File: config.mk
export PLATFORM = sky130hd
export DESIGN_NAME = stack_unit
export DESIGN_NICKNAME = d
export VERILOG_FILES = /design/src/rtl/stack_unit.sv
export SDC_FILE = /design/constraint.sdc
export NUM_CORES = 1
export LEC_CHECK = 0
export CAP_MARGIN = 20
export CORE_MARGIN = 4
export CORE_UTILIZATION = 62
export DETAILED_ROUTE_END_ITERATION = 8
export HOLD_SLACK_MARGIN = 0.1
export PLACE_DENSITY = 0.81
export SYNTH_ARGS = -nofsm -noshare
export SYNTH_HDL_FRONTEND = slang
export SYNTH_SLANG_ARGS = --single-unit
File: constraint.sdc
create_clock -name clk -period 5.6 [get_ports clk]
set_clock_uncertainty 0.15 [all_clocks]
set_input_delay 1.68 -clock clk [delete_from_list [all_inputs] [get_ports clk]]
set_output_delay 1.68 -clock clk [all_outputs]
set_load 0.02 [all_outputs]
File: src/rtl/stack_unit.sv
// rtl/stack_unit.sv - parametrised LIFO stack with stack-machine operations and sticky error flags
module stack_unit #(
  parameter int WIDTH = 8,
  parameter int DEPTH = 16,
  localparam int CW = $clog2(DEPTH) + 1
) (
  input  logic             clk,
  input  logic             reset,
  input  logic             en,
  input  logic [2:0]       op,
  input  logic [WIDTH-1:0] din,
  output logic [WIDTH-1:0] top,
  output logic [WIDTH-1:0] second,
  output logic [CW-1:0]    count,
  output logic             full,
  output logic             empty,
  output logic             err_ovf,
  output logic             err_unf
);

  localparam int AW = $clog2(DEPTH);

  typedef enum logic [2:0] {
    OP_NOP     = 3'b000,
    OP_PUSH    = 3'b001,
    OP_POP     = 3'b010,
    OP_REPLACE = 3'b011,
    OP_DUP     = 3'b100,
    OP_SWAP    = 3'b101,
    OP_OVER    = 3'b110,
    OP_CLEAR   = 3'b111
  } op_e;

  logic [WIDTH-1:0] r_mem [DEPTH];
  logic [CW-1:0]    r_count;
  logic             r_ovf;
  logic             r_unf;

  // Entry addresses wrap modulo DEPTH; when count==DEPTH the low bits are 0
  // so top-1 still lands on DEPTH-1. Reads are gated when too few entries.
  logic [AW-1:0]    w_push_idx;
  logic [AW-1:0]    w_top_idx;
  logic [AW-1:0]    w_sec_idx;
  logic             w_full;
  logic             w_empty;
  logic             w_has2;
  logic [WIDTH-1:0] w_top_val;
  logic [WIDTH-1:0] w_sec_val;

  assign w_push_idx = r_count[AW-1:0];
  assign w_top_idx  = r_count[AW-1:0] - AW'(1);
  assign w_sec_idx  = w_top_idx - AW'(1);
  assign w_full     = (r_count == CW'(DEPTH));
  assign w_empty    = (r_count == '0);
  assign w_has2     = (r_count >= CW'(2));
  assign w_top_val  = r_mem[w_top_idx];
  assign w_sec_val  = r_mem[w_sec_idx];

  logic             w_wr_en;
  logic [AW-1:0]    w_wr_idx;
  logic [WIDTH-1:0] w_wr_data;
  logic             w_swap;
  logic             w_inc;
  logic             w_dec;
  logic             w_clear;
  logic             w_set_ovf;
  logic             w_set_unf;

  // Decode the op against the current occupancy; an illegal op only raises a flag
  always_comb begin
    w_wr_en   = 1'b0;
    w_wr_idx  = w_push_idx;
    w_wr_data = din;
    w_swap    = 1'b0;
    w_inc     = 1'b0;
    w_dec     = 1'b0;
    w_clear   = 1'b0;
    w_set_ovf = 1'b0;
    w_set_unf = 1'b0;
    if (en) begin
      case (op_e'(op))
        OP_PUSH: begin
          if (w_full) begin
            w_set_ovf = 1'b1;
          end else begin
            w_wr_en = 1'b1;
            w_inc   = 1'b1;
          end
        end
        OP_POP: begin
          if (w_empty) w_set_unf = 1'b1;
          else         w_dec     = 1'b1;
        end
        OP_REPLACE: begin
          if (w_empty) begin
            w_set_unf = 1'b1;
          end else begin
            w_wr_en  = 1'b1;
            w_wr_idx = w_top_idx;
          end
        end
        OP_DUP: begin
          // Missing source entry wins over full: DUP on empty is an underflow only
          if (w_empty) begin
            w_set_unf = 1'b1;
          end else if (w_full) begin
            w_set_ovf = 1'b1;
          end else begin
            w_wr_en   = 1'b1;
            w_wr_data = w_top_val;
            w_inc     = 1'b1;
          end
        end
        OP_SWAP: begin
          if (!w_has2) w_set_unf = 1'b1;
          else         w_swap    = 1'b1;
        end
        OP_OVER: begin
          if (!w_has2) begin
            w_set_unf = 1'b1;
          end else if (w_full) begin
            w_set_ovf = 1'b1;
          end else begin
            w_wr_en   = 1'b1;
            w_wr_data = w_sec_val;
            w_inc     = 1'b1;
          end
        end
        OP_CLEAR: w_clear = 1'b1;
        default: ;
      endcase
    end
  end

  // Occupancy and sticky error flags; reset and CLEAR both empty the stack
  always_ff @(posedge clk) begin
    if (!reset) begin
      r_count <= '0;
      r_ovf   <= 1'b0;
      r_unf   <= 1'b0;
    end else if (w_clear) begin
      r_count <= '0;
      r_ovf   <= 1'b0;
      r_unf   <= 1'b0;
    end else begin
      if (w_inc)     r_count <= r_count + CW'(1);
      if (w_dec)     r_count <= r_count - CW'(1);
      if (w_set_ovf) r_ovf   <= 1'b1;
      if (w_set_unf) r_unf   <= 1'b1;
    end
  end

  // Entry storage has no reset; an op coinciding with reset is discarded
  always_ff @(posedge clk) begin
    if (reset) begin
      if (w_wr_en) r_mem[w_wr_idx] <= w_wr_data;
      if (w_swap) begin
        r_mem[w_top_idx] <= w_sec_val;
        r_mem[w_sec_idx] <= w_top_val;
      end
    end
  end

  assign top     = w_empty ? '0 : w_top_val;
  assign second  = w_has2  ? w_sec_val : '0;
  assign count   = r_count;
  assign full    = w_full;
  assign empty   = w_empty;
  assign err_ovf = r_ovf;
  assign err_unf = r_unf;

endmodule

==> flow_results.org <==
** Run status
- Result of the run :: finished, final reports clean

** Yosys
- Counting every net in the synthesized netlist gives around 800.
- In this run, synthesis inferred 128 flip-flops with an integrated enable.
- Largest family of logic cells by synthesized area :: multiplexers
- Syn_area_per_cell :: 12.8 µm²
- After Yosys synthesis, XOR and XNOR cells account for less than 1% of the synthesized area.
- Post-synthesis share of cell area spent on and, or, nand and nor gates :: approximately 6.7%
- Area share of fa/ha/maj cells after synthesis :: 1.34%
- Of all cell types, the one taking the most synthesized area is sky130_fd_sc_hd__edfxtp_1.
- Post-synthesis instance total :: 772
- Area share of the largest cell type after synthesis :: 38.8%
- Commonest register cell after synthesis :: sky130_fd_sc_hd__edfxtp_1
- Summing the areas of all compound-gate instances in the mapped netlist gives a little under an eighth of the synthesized area.
- Number of distinct library cells after synthesis :: 70
- Top cells by instance count after synthesis :: sky130_fd_sc_hd__mux2i_1, sky130_fd_sc_hd__edfxtp_1, sky130_fd_sc_hd__mux4_2, sky130_fd_sc_hd__nor2_1, sky130_fd_sc_hd__nand3_1
- For this run, the number of Yosys warnings is 0.
- Dominant cell by count in the synthesized netlist :: sky130_fd_sc_hd__mux2i_1
- Seq/Total Area, Yosys :: 40.2%
- Sorting the synthesized cells by area gives the leading types as sky130_fd_sc_hd__edfxtp_1, sky130_fd_sc_hd__mux2i_1, sky130_fd_sc_hd__mux4_2.
- After synthesis, the share of cell area in mux cells is between 30 and 40%.
- In this run the cell area of the synthesized design comes to 9900 µm².
- Number of register bits inferred by synthesis :: 135
- FFs w/ async S/R, synth :: 0%

** Power and ir drop
- Cell Int Power :: 0.00214 W
- Maximum vdd drop :: approximately 0.21 mV
- Net switching is 30.0% of the power.
- For this design the static power due to leakage is roughly 3.6 nW.
- The share of total power dissipated in the clock network is 36.9%.
- Fraction of power consumed by sequential logic :: 36.7%
- Net switching power :: 0.000920 W
- Proportion of power drawn by combinational gates :: approximately a quarter
- For this design the ratio of total power to cell area is 273 nW/µm².

** Route
- In the routed design, unresolved DRC markers number 0.
- After detailed routing, the number of vias per cell comes to about 7.2.
- Before antenna repair, the detailed router went through 6 iterations.
- In the final routed layout, each cell accounts on average for 28.2 µm.
- The detail route stage leaves a number of antenna-violating nets equal to 0.
- Count of routing violations after the opening detailed-route iteration :: 1167
- Number of vias after detailed routing :: 7580
- Final wirelength :: 29400 µm

** Clocking
- Number of hold-repair buffers added at the cts stage :: 0
- Clock-pin slew was measured on the worst setup and hold paths at roughly 60 ps.
- Maximum buffer depth of the clock tree :: 2
- The tree built by TritonCTS fans out to 135 sinks.
- The H-tree generated during clock tree synthesis spans 4 levels.
- CTS root buffer :: sky130_fd_sc_hd__clkbuf_16
- Clock tree from TritonCTS :: built
- The clock reaches the later pin of the worst-skew pair after 420 ps.
- Clock tree synthesis inserted a total of 17 buffers.

** Floorplanning
- Measured along the x axis, the die boundary spans 134 µm.
- Starting utilization of the core area :: about 64%
- The die is ~130 µm tall.
- Die area :: 18100 µm²
- Count of pins on the block boundary :: 39
- Cell Rows :: 45
- Placeable Area :: approximately 15000 µm²

** Worst setup path
- STA classifies the critical path endpoint as an output pin.
- Critical path data arrival time :: around 3600 ps
- Worst path max stage delay :: 750 ps
- CP bufs+invs :: 3
- Largest driver fanout on the critical path :: 32
- Broken down by cell family, the worst path's largest delay share belongs to buffers and inverters.
- For this design, the slowest cell found on the critical path is sky130_fd_sc_hd__o2bb2a_1.
- Data required, critical path :: 3770 ps
- The cell that appears most often on the critical path is sky130_fd_sc_hd__nand3_1.
- Cells along the critical path :: inv_1 -> ha_4 -> buf_12 -> nand3_1 -> o2bb2a_1 -> nand3_1 -> a21oi_1 -> clkdlybuf4s50_1
- STA classifies the critical path startpoint as a register.
- By startpoint and endpoint, the worst setup path is classified as reg2out.

** Placed design
- Counting tap cells, the placed design contains a total of 1012 instances.
- Placer Congestion :: 0.935
- Port buffer count :: 38
- Hpwl dp :: roughly 20000 µm
- Placement Setup Slack :: 419 ps

** Global routing
- Aggregate global routing overflow :: 0
- The via count of the first global-routing pass was 7659.
- The number of antenna violations at the first check in global routing came to 0.
- Entering global routing, the biggest net connects 36 pins.
- Global-route wire length before repair :: 45100 µm
- Overall fraction of global-route tracks in use :: roughly 33%

** Layout
- Summing all flip-flop and latch instances after layout gives 3990 µm².
- Area Growth Syn to Fin :: 13.1%
- ANT cells :: 0
- Number of nets in the final layout :: around 850
- Layout cells sized above 1 :: between 20% and 30%
- For this run, the number of standard cells in the final layout without fillers is around 1000.
- Summing all multi-input logic gate instances after layout gives about 5400 µm².
- Fillers :: approximately 1100

** Timing
- For the pin with the worst max-slew slack, the measured transition is 1030 ps.
- Minimum setup slack in the final design :: 144 ps
- The worst path uses 97.4% of the clock period.
- Based on the critical path, the design can be clocked at up to 183 MHz.
- Shortest clock period the worst path allows after layout :: 5460 ps
- The final-report max-slew violation count was 0.
- Final-report hold violation count :: 0
- Headroom to the max-slew limit came out at 30.4%.
- Setup violations remaining at the end of the flow were counted as 0.

** Min path
- Min-delay worst type :: reg2reg

** Job
- Count of maximum capacitance violations :: 0
## routing by layer
metal	vias up	global-route usage (%)	wire [µm]
met3	156	6.64	3130
met2	555	54.4	13800
li1	3158	-	-
met1	3711	41.4	10600
met5	-	0	0
met4	0	18.3	1880
## worst min-delay path, stage by stage (launching register included)
cell and delay [ps]:
sky130_fd_sc_hd__dfxtp_1 330, sky130_fd_sc_hd__a21oi_1 50, sky130_fd_sc_hd__nor2_1 70
## cell usage in the layout (no fill, tap or decap), types with 5 or more instances in the layout
cell type                           n
sky130_fd_sc_hd__buf_4             54
sky130_fd_sc_hd__clkdlybuf4s50_1   38
sky130_fd_sc_hd__a31oi_1           13
sky130_fd_sc_hd__o31ai_4            8
sky130_fd_sc_hd__dfxtp_1            6
sky130_fd_sc_hd__mux4_2            50
sky130_fd_sc_hd__mux2i_1          164
sky130_fd_sc_hd__nor2_4             7
sky130_fd_sc_hd__clkbuf_16         17
sky130_fd_sc_hd__edfxtp_1         128
sky130_fd_sc_hd__nand2_1           11
sky130_fd_sc_hd__nor3_1             6
sky130_fd_sc_hd__a21oi_1           31
sky130_fd_sc_hd__nor2_2            10
sky130_fd_sc_hd__o21ai_0           30
sky130_fd_sc_hd__a21oi_2            8
sky130_fd_sc_hd__o41ai_2           16
sky130_fd_sc_hd__nor2_1            38
sky130_fd_sc_hd__mux2_1            12
sky130_fd_sc_hd__a221o_1            8
sky130_fd_sc_hd__nand3_1           35
sky130_fd_sc_hd__ha_1               8
sky130_fd_sc_hd__inv_1             26
sky130_fd_sc_hd__mux2_2            28
sky130_fd_sc_hd__xnor2_1            5
## power groups by stage
stage,Combinational [W],Clock (W),Sequential (W)
6_report,0.000807,0.00113,0.00112
3_5_place_dp,0.000774,0,0.00115
2_1_floorplan,0.000595,0,0.00115
5_1_grt,0.000850,0.00117,0.00112
3_3_place_gp,0.000750,0,0.00114
4_1_cts,0.000779,0.00114,0.00112
## per-stage QoR
| stage | hold WS, ps | setup TNS [ps] | instance area [µm²] | utilization (%) | power (W) |
|---|---|---|---|---|---|
| after global routing | 355 | -12.8 | 11200 | 72.6 | 0.00315 |
| after floorplan | 421 | 0 | 9900 | - | 0.00174 |
| after global placement | 307 | 0 | 10600 | 68.5 | 0.00189 |
| after CTS | 345 | 0 | 11200 | 72.3 | 0.00304 |
| final | 336 | 0 | 11200 | 72.6 | 0.00306 |
| after detailed placement | 328 | 0 | 10600 | 68.5 | 0.00192 |
## area by class of cell
| cell class | count | share of cell area, % |
|---|---|---|
| multi-input combinational | 545 | 48.2 |
| sequential | 135 | 35.6 |
| inverter | 28 | 0.938 |
| timing repair buffer | 96 | 7.68 |
| tap | 211 | 2.36 |
| clock buffer | 17 | 3.80 |
| clock inverter | 14 | 1.41 |
## sequential cells by signal (all words and copies together) (netlist names)
signal	count
err_ovf	1
err_unf	1
r_mem	128
count	5
## worst paths after layout
| check | from | end | slack (ps) | depth (start not counted) |
|---|---|---|---|---|
| setup / recovery | count[1] | second[4] | 140 | 8 |
| hold / removal | err_unf | err_unf | 340 | 2 |
| setup reg to reg | count[0] | r_mem[13][1] | 1590 | 11 |
| hold reg to reg | err_unf | err_unf | 340 | 2 |
## cells by family (layout without fill, tap and decap cells)
logic type | count (synthesis) | count (layout)
buffers and inverters | 93 | 155
and+or+nand+nor | 124 | 124
AOI/OAI and AO/OA | 145 | 146
muxes | 256 | 256
xor gates and xnor gates | 9 | 9
adders and majority gates | 10 | 10
DFF | 135 | 135
## repair_timing
item | CTS | global route
buffers inserted | 0 | 1
setup endpoints to repair | 0 | 9
gates resized for setup | 0 | 0
endpoints found under the hold margin | 0 | 0
(Power assumes the default switching activity.)
